[src/rtl/cpu_pkg.sv]
// Shared definitions for the pipelined 8-bit CPU: NOP word, next-PC select codes,
// fetch FSM states and default widths.
package cpu_pkg;

    localparam int PC_W_DEF    = 12;
    localparam int INSTR_W_DEF = 19;

    // Same word stage 2 injects for stall bubbles.
    localparam logic [INSTR_W_DEF-1:0] NOP_INSTR = {6'b111101, 13'd0};

    localparam logic [1:0] PC_SEQ = 2'b00;
    localparam logic [1:0] PC_BR  = 2'b01;
    localparam logic [1:0] PC_JMP = 2'b10;
    localparam logic [1:0] PC_RET = 2'b11;

    typedef enum logic [1:0] {
        S_RESET = 2'd0,
        S_FETCH = 2'd1,
        S_REDIR = 2'd2
    } fetchState_e;

endpackage

[src/rtl/stage1_fetch_if.sv]
// Instruction-memory req/ack bus between the fetch stage (master) and imem (slave).
interface stage1_fetch_if #(
    parameter int PC_W    = 12,
    parameter int INSTR_W = 19
);
    logic               imem_req;
    logic [PC_W-1:0]    imem_addr;
    logic               imem_ack;
    logic [INSTR_W-1:0] imem_data;

    modport master (
        output imem_req,
        output imem_addr,
        input  imem_ack,
        input  imem_data
    );

    modport slave (
        input  imem_req,
        input  imem_addr,
        output imem_ack,
        output imem_data
    );
endinterface

[src/rtl/stage1_fetch_pc_next_gen.sv]
// Redirect target mux and branch adder for the fetch stage; also supplies pc+1.
module pc_next_gen
    import cpu_pkg::*;
#(
    parameter int PC_W = PC_W_DEF
) (
    input  logic [PC_W-1:0] pc,
    input  logic [PC_W-1:0] idPc,
    input  logic [1:0]      pcInputSel,
    input  logic            pcAdderInputASel,
    input  logic [7:0]      const_disp,
    input  logic [PC_W-1:0] jump_target,
    input  logic [PC_W-1:0] stackOut,
    output logic [PC_W-1:0] redirTarget,
    output logic [PC_W-1:0] pcInc
);

    logic [PC_W-1:0] adderBase;
    logic [PC_W-1:0] dispExt;

    assign adderBase = pcAdderInputASel ? idPc : pc;
    assign dispExt   = {{(PC_W-8){const_disp[7]}}, const_disp};
    assign pcInc     = pc + PC_W'(1);

    always_comb begin
        redirTarget = pc;
        unique case (pcInputSel)
            PC_BR:   redirTarget = adderBase + dispExt;
            PC_JMP:  redirTarget = jump_target;
            PC_RET:  redirTarget = stackOut;
            default: redirTarget = pc;
        endcase
    end

endmodule

[src/rtl/stage1_fetch.sv]
// Instruction-fetch stage: owns the PC, drives the imem req/ack bus and fills IF/ID.
//
// state   | meaning
// S_RESET | first cycle after reset, no request, redirects ignored
// S_FETCH | requesting imem at pc
// S_REDIR | one dead cycle after a redirect, cancels any in-flight access
module stage1_fetch
    import cpu_pkg::*;
#(
    parameter int PC_W    = PC_W_DEF,
    parameter int INSTR_W = INSTR_W_DEF
) (
    input  logic                clk,
    input  logic                rst,
    input  logic                sstall,
    input  logic [1:0]          pcInputSel,
    input  logic                pcAdderInputASel,
    input  logic [7:0]          const_disp,
    input  logic [PC_W-1:0]     jump_target,
    input  logic [PC_W-1:0]     stackOut,
    stage1_fetch_if.master      imem,
    output logic [INSTR_W-1:0]  instruction,
    output logic [PC_W-1:0]     id_pc,
    output logic [PC_W-1:0]     stackIn,
    output logic                fetch_busy
);

    fetchState_e     state, stateNext;
    logic [PC_W-1:0] pc;
    logic [PC_W-1:0] redirTarget;
    logic [PC_W-1:0] pcInc;
    logic            redirect;
    logic            fetchReq;

    pc_next_gen #(.PC_W(PC_W)) uNextGen (
        .pc               (pc),
        .idPc             (id_pc),
        .pcInputSel       (pcInputSel),
        .pcAdderInputASel (pcAdderInputASel),
        .const_disp       (const_disp),
        .jump_target      (jump_target),
        .stackOut         (stackOut),
        .redirTarget      (redirTarget),
        .pcInc            (pcInc)
    );

    assign redirect = (state != S_RESET) && (pcInputSel != PC_SEQ);

    always_comb begin
        stateNext = state;
        fetchReq  = 1'b0;
        unique case (state)
            S_RESET: stateNext = S_FETCH;
            S_FETCH: begin
                fetchReq  = 1'b1;
                stateNext = redirect ? S_REDIR : S_FETCH;
            end
            S_REDIR: stateNext = redirect ? S_REDIR : S_FETCH;
            default: stateNext = S_RESET;
        endcase
    end

    always_ff @(posedge clk) begin
        if (!rst) begin
            state <= S_RESET;
        end else begin
            state <= stateNext;
        end
    end

    // Priority: redirect > stall > ack; a redirect discards any same-cycle ack.
    always_ff @(posedge clk) begin
        if (!rst) begin
            pc          <= '0;
            instruction <= INSTR_W'(NOP_INSTR);
            id_pc       <= '0;
        end else if (redirect) begin
            pc          <= redirTarget;
            instruction <= INSTR_W'(NOP_INSTR);
            id_pc       <= redirTarget;
        end else if (state == S_FETCH && !sstall) begin
            if (imem.imem_ack) begin
                instruction <= imem.imem_data;
                id_pc       <= pc;
                pc          <= pcInc;
            end else begin
                instruction <= INSTR_W'(NOP_INSTR);
            end
        end
    end

    assign imem.imem_req  = fetchReq;
    assign imem.imem_addr = pc;
    assign fetch_busy     = fetchReq & ~imem.imem_ack;
    assign stackIn        = id_pc + PC_W'(1);

endmodule

[src/flat_wrapper.sv]
// flat-port wrapper written by rule: the top's interface ports become plain ports
module stage1_fetch_flat import cpu_pkg::*;
#(
    parameter int PC_W    = PC_W_DEF,
    parameter int INSTR_W = INSTR_W_DEF
)
  (clk, rst, sstall, pcInputSel, pcAdderInputASel, const_disp, jump_target, stackOut, instruction, id_pc, stackIn, fetch_busy, imem_imem_req, imem_imem_addr, imem_imem_ack, imem_imem_data);
  stage1_fetch_if #(.PC_W(PC_W), .INSTR_W(INSTR_W)) imem_i ();
  input  logic clk;
  input  logic rst;
  input  logic sstall;
  input  logic [1:0] pcInputSel;
  input  logic pcAdderInputASel;
  input  logic [7:0] const_disp;
  input  logic [PC_W-1:0] jump_target;
  input  logic [PC_W-1:0] stackOut;
  output logic [INSTR_W-1:0] instruction;
  output logic [PC_W-1:0] id_pc;
  output logic [PC_W-1:0] stackIn;
  output logic fetch_busy;
  output wire logic [$bits(imem_i.imem_req)-1:0] imem_imem_req;
  output wire logic [$bits(imem_i.imem_addr)-1:0] imem_imem_addr;
  input wire logic [$bits(imem_i.imem_ack)-1:0] imem_imem_ack;
  input wire logic [$bits(imem_i.imem_data)-1:0] imem_imem_data;
  assign imem_imem_req = imem_i.imem_req;
  assign imem_imem_addr = imem_i.imem_addr;
  assign imem_i.imem_ack = imem_imem_ack;
  assign imem_i.imem_data = imem_imem_data;
  stage1_fetch #(.PC_W(PC_W), .INSTR_W(INSTR_W)) u_core (.clk(clk), .rst(rst), .sstall(sstall), .pcInputSel(pcInputSel), .pcAdderInputASel(pcAdderInputASel), .const_disp(const_disp), .jump_target(jump_target), .stackOut(stackOut), .imem(imem_i), .instruction(instruction), .id_pc(id_pc), .stackIn(stackIn), .fetch_busy(fetch_busy));
endmodule
[config.mk]
export PLATFORM = sky130hd
export DESIGN_NAME = stage1_fetch_flat
export DESIGN_NICKNAME = d
export VERILOG_FILES = /design/src/rtl/cpu_pkg.sv /design/src/rtl/stage1_fetch_if.sv /design/src/rtl/stage1_fetch_pc_next_gen.sv /design/src/rtl/stage1_fetch.sv /design/src/flat_wrapper.sv
export SDC_FILE = /design/constraint.sdc
export NUM_CORES = 1
export LEC_CHECK = 0
export BUFFER_PORTS_ARGS = -buffer_cell sky130_fd_sc_hd__buf_2
export CORE_MARGIN = 8
export CORE_UTILIZATION = 54
export CTS_CLUSTER_DIAMETER = 50
export DETAILED_ROUTE_END_ITERATION = 16
export PLACE_DENSITY = 0.84
export SLEW_MARGIN = 15
export SYNTH_ARGS = -nofsm -noshare
export SYNTH_HDL_FRONTEND = slang
export SYNTH_SLANG_ARGS = --single-unit
[constraint.sdc]
create_clock -name clk -period 7.25 [get_ports clk]
set_input_delay 1.0875 -clock clk [delete_from_list [all_inputs] [get_ports clk]]
set_output_delay 1.0875 -clock clk [all_outputs]
set_load 0.01 [all_outputs]
==> out/qor.log <==
[logic_synthesis] number of unique standard cell types used by synthesis 64
[logic_synthesis] count of yosys warnings during synthesis 0
[final_layout] number of antenna cells inserted 0
[logic_synthesis] net count after synthesis 438
[logic_synthesis] most used flip-flop cell after synthesis sky130_fd_sc_hd__dfxtp_1
[routing] number of design-rule violations left by the first detailed-router iteration 208
[worst_setup_path] Worst setup SP type input pin
[sta] Highest Clock Rate 287 MHz
[global_routing] total global routing overflow 0
[logic_synthesis] number of instances in the synthesized netlist 363
[floorplanning] x dimension of the die 91.5 um
[cts] clock input transition at the sequential cells of the worst setup and hold paths 0.08 ns
[logic_synthesis] cell area after synthesis 0.00308 mm2
[sta] Slew HR 26.8%
[sta] number of max-slew violations in the final report 0
[run_status] result of the run finished, final reports clean
[worst_setup_path] largest driver fanout on the critical path 13
[power_and_ir_drop] part of the total power dissipated in sequential elements 39.9%
[power_and_ir_drop] Sw Share 39.6%
[cts] worst-case clock buffer depth 2
[sta] accumulated negative setup slack 0 ns
[global_routing] number of global-route vias before repair 3111
[power_and_ir_drop] worst vdd ir 0.143 mV
[placement] total of buffers placed on input and output ports 114
[routing] via count of the routed design 3120
[routing] remaining routing DRC violations 0
[floorplanning] starting utilization of the core area 55.9%
[worst_setup_path] startpoint-to-endpoint class of the critical path in -> reg
[logic_synthesis] area leader, netlist sky130_fd_sc_hd__dfxtp_1
[placement] GPL Wtd Cong 0.887
[cts] number of gates resized after CTS 0
[final_layout] Area Growth Syn to Fin 19.0%
[sta] worst clock skew 0.00413 ns
[power_and_ir_drop] power per unit of standard cell area 219 mW/mm2
[power_and_ir_drop] logic gate share of total power 40.7%
[cts] Num Clock Sinks 45
[logic_synthesis] share of Yosys cell area claimed by the top area cell type 29.3%
[final_layout] filler cell count in the final layout 504
[sta] ratio of final minimum period to clock period 48.1%
[routing] routed vias/inst 5.80
[power_and_ir_drop] clock network fraction of total power 19.4%
[routing] Total Wirelength 9.23 mm
[floorplanning] die area 0.00837 mm2
[cts] number of buffers added by the clock tree synthesis step 5
[floorplanning] std cell rows 27
[worst_setup_path] data required time of the critical path 7.43 ns
[logic_synthesis] proportion of register bits with asynchronous set or reset after synthesis 0%
[final_layout] share of final-layout standard cells stronger than drive strength 1 32.2%
[power_and_ir_drop] switching power 0.318 mW
[sta] Hold Violations, Final 0
[global_routing] number of antenna violations at the first check in global routing 0
[cts] clock root buffer master sky130_fd_sc_hd__clkbuf_8
[routing] DRT antenna net count 0
[worst_setup_path] category of the worst setup path capture point register
[logic_synthesis] main area contributors after synthesis sky130_fd_sc_hd__dfxtp_1 (29%), sky130_fd_sc_hd__ha_1 (6.5%), sky130_fd_sc_hd__nand2_1 (5.9%)
[sta] actual transition at the worst max-transition pin 1.10 ns
[global_routing] overall track demand over capacity in global routing 21.4%
[cts] Post-CTS Setup Bufs 0
[floorplanning] I/O pin total 115
[power_and_ir_drop] leakage power summed over all cells 1.72 nW
[floorplanning] overall die height 91.5 um
[worst_setup_path] Worst Path Arrival 3.67 ns
[worst_setup_path] worst reg2reg setup slack 4.51 ns
[logic_synthesis] number of enable-type register cells in the synthesized netlist 0
[placement] cell count after placement 530
[routing] detailed-route wire length per cell 17.2 um
[logic_synthesis] average cell area after synthesis 8.48 um2
[logic_synthesis] Seq/Total Area, Yosys 29.3%
[logic_synthesis] Synth Register Bits 45
[cts] insertion delay of the later-clocked pin in the worst-skew pair 0.30 ns
[global_routing] largest net degree at the start of global routing 29
[cts] CTS tree yes
[final_layout] final layout net count 540
[sta] clock period minus worst slack 3.49 ns
[sta] Setup-failing EPs final 0
[cts] H-tree depth reported by CTS 2
[min_path] path class of the lowest-slack min-delay path reg -> reg
[global_routing] wire length of the first global-routing pass 14.9 mm
[sta] RSZ-0062 raised after global routing false
[final_layout] non-filler instance count after layout 538
[floorplanning] Core ar. 0.00551 mm2
[run] max-cap violation count 0
[cts] number of buffers inserted by hold repair at cts 0
[power_and_ir_drop] internal power consumption 0.485 mW
[routing] detailed-routing iteration count for the pre-antenna-repair pass 4
[placement] post-detail-place hpwl 7.03 mm
-- final timing paths --
kind,startpoint,end,cells after the start
min,u_core.instruction[17],u_core.instruction[17],2
max reg2reg,u_core.imem.imem_addr[0],u_core.imem.imem_addr[8],9
max,pcAdderInputASel,u_core.imem.imem_addr[8],10
min reg2reg,u_core.instruction[17],u_core.instruction[17],2
-- metrics by stage --
step                power (mW)  instance area (um2)  utilization [%]  hold WS (ns)  setup WS (ns)
floorplan                0.546                 3080                -         0.530           3.92
finish                   0.803                 3660             66.5         0.493           3.76
global placement         0.635                 3580             65.0         0.467           3.58
CTS                      0.802                 3660             66.5         0.500           3.77
global route             0.851                 3660             66.5         0.533           3.67
detailed placement       0.648                 3580             65.0         0.481           3.45
-- flip-flops by register name (all words and copies together), names as in the netlist --
signal	count
u_core.id_pc	12
u_core.imem.imem_addr	12
u_core.instruction	19
u_core.state	2
-- power groups by stage --
stage	logic, mW	registers [mW]	clock network (mW)
2_1_floorplan	0.221	0.325	0
3_3_place_gp	0.312	0.323	0
4_1_cts	0.326	0.319	0.157
5_1_grt	0.358	0.326	0.167
6_report	0.327	0.320	0.156
3_5_place_dp	0.324	0.325	0
-- cell type report --
cell class,instances,area [um2],share of cell area (%)
flip-flops and latches,45,901,24.6
well taps,72,90.1,2.46
clock inverters,2,10.0,0.273
clock buffers,6,72.6,1.98
multi-input cells,291,1990,54.3
inverters,8,30.0,0.820
repair buffers,114,571,15.6
-- layer usage --
metal / GRT usage (%) / up-vias / wire length [um]
met2: 35.6 / 132 / 4410
met3: 5.51 / 12 / 815
met1: 26.2 / 1452 / 3850
met5: 0 / - / 0
li1: - / 1524 / -
met4: 7.09 / 0 / 158
-- cells by family after synthesis --
kind of cell               Yosys count  synth area share (%)
and+or+nand+nor                    130                  20.0
AOI/OAI and AO/OA                   99                  23.3
DFF                                 45                  29.3
buffers and inverters               27                  6.10
xor gates and xnor gates            24                  6.83
muxes                               21                  7.36
adders and majority gates           17                  7.15
-- placed cells by master (no fill, tap or decap), types with 3 or more instances in the layout --
cell type                  instances
sky130_fd_sc_hd__a21o_1            5
sky130_fd_sc_hd__a21oi_1          22
sky130_fd_sc_hd__a22oi_1          14
sky130_fd_sc_hd__a31oi_1           9
sky130_fd_sc_hd__and3_1            5
sky130_fd_sc_hd__buf_2           114
sky130_fd_sc_hd__clkbuf_8          5
sky130_fd_sc_hd__dfxtp_1          45
sky130_fd_sc_hd__ha_1             16
sky130_fd_sc_hd__inv_1             8
sky130_fd_sc_hd__mux2_2           13
sky130_fd_sc_hd__mux2i_1           8
sky130_fd_sc_hd__nand2_1          48
sky130_fd_sc_hd__nand2b_1          3
sky130_fd_sc_hd__nand3_1          12
sky130_fd_sc_hd__nor2_1           38
sky130_fd_sc_hd__nor2b_1           3
sky130_fd_sc_hd__o211ai_1          6
sky130_fd_sc_hd__o21ai_0           7
sky130_fd_sc_hd__o221a_2           3
sky130_fd_sc_hd__o22ai_1           6
sky130_fd_sc_hd__xnor2_1          15
sky130_fd_sc_hd__xor2_1            9
-- worst max-delay path, stage by stage --
cell	delay (ns)
sky130_fd_sc_hd__buf_2	0.27
sky130_fd_sc_hd__mux2_2	0.38
sky130_fd_sc_hd__ha_1	0.21
sky130_fd_sc_hd__fa_1	0.42
sky130_fd_sc_hd__a21o_1	0.23
sky130_fd_sc_hd__a221oi_2	0.40
sky130_fd_sc_hd__nor2_1	0.11
sky130_fd_sc_hd__mux2i_1	0.14
sky130_fd_sc_hd__o221a_2	0.29
sky130_fd_sc_hd__a21boi_2	0.15
-- cells in the mapped netlist (all sizes together) (6+ instances only) --
cell	count
nand2	48
dfxtp	45
nor2	38
a21oi	22
ha	16
a22oi	15
xnor2	15
clkbuf	13
mux2	13
nand3	12
a31oi	9
xor2	9
inv	8
mux2i	8
a21o	7
o21ai	7
and3	6
buf	6
o211ai	6
o22ai	6
No activity file was read; power rests on OpenSTA's default activity.
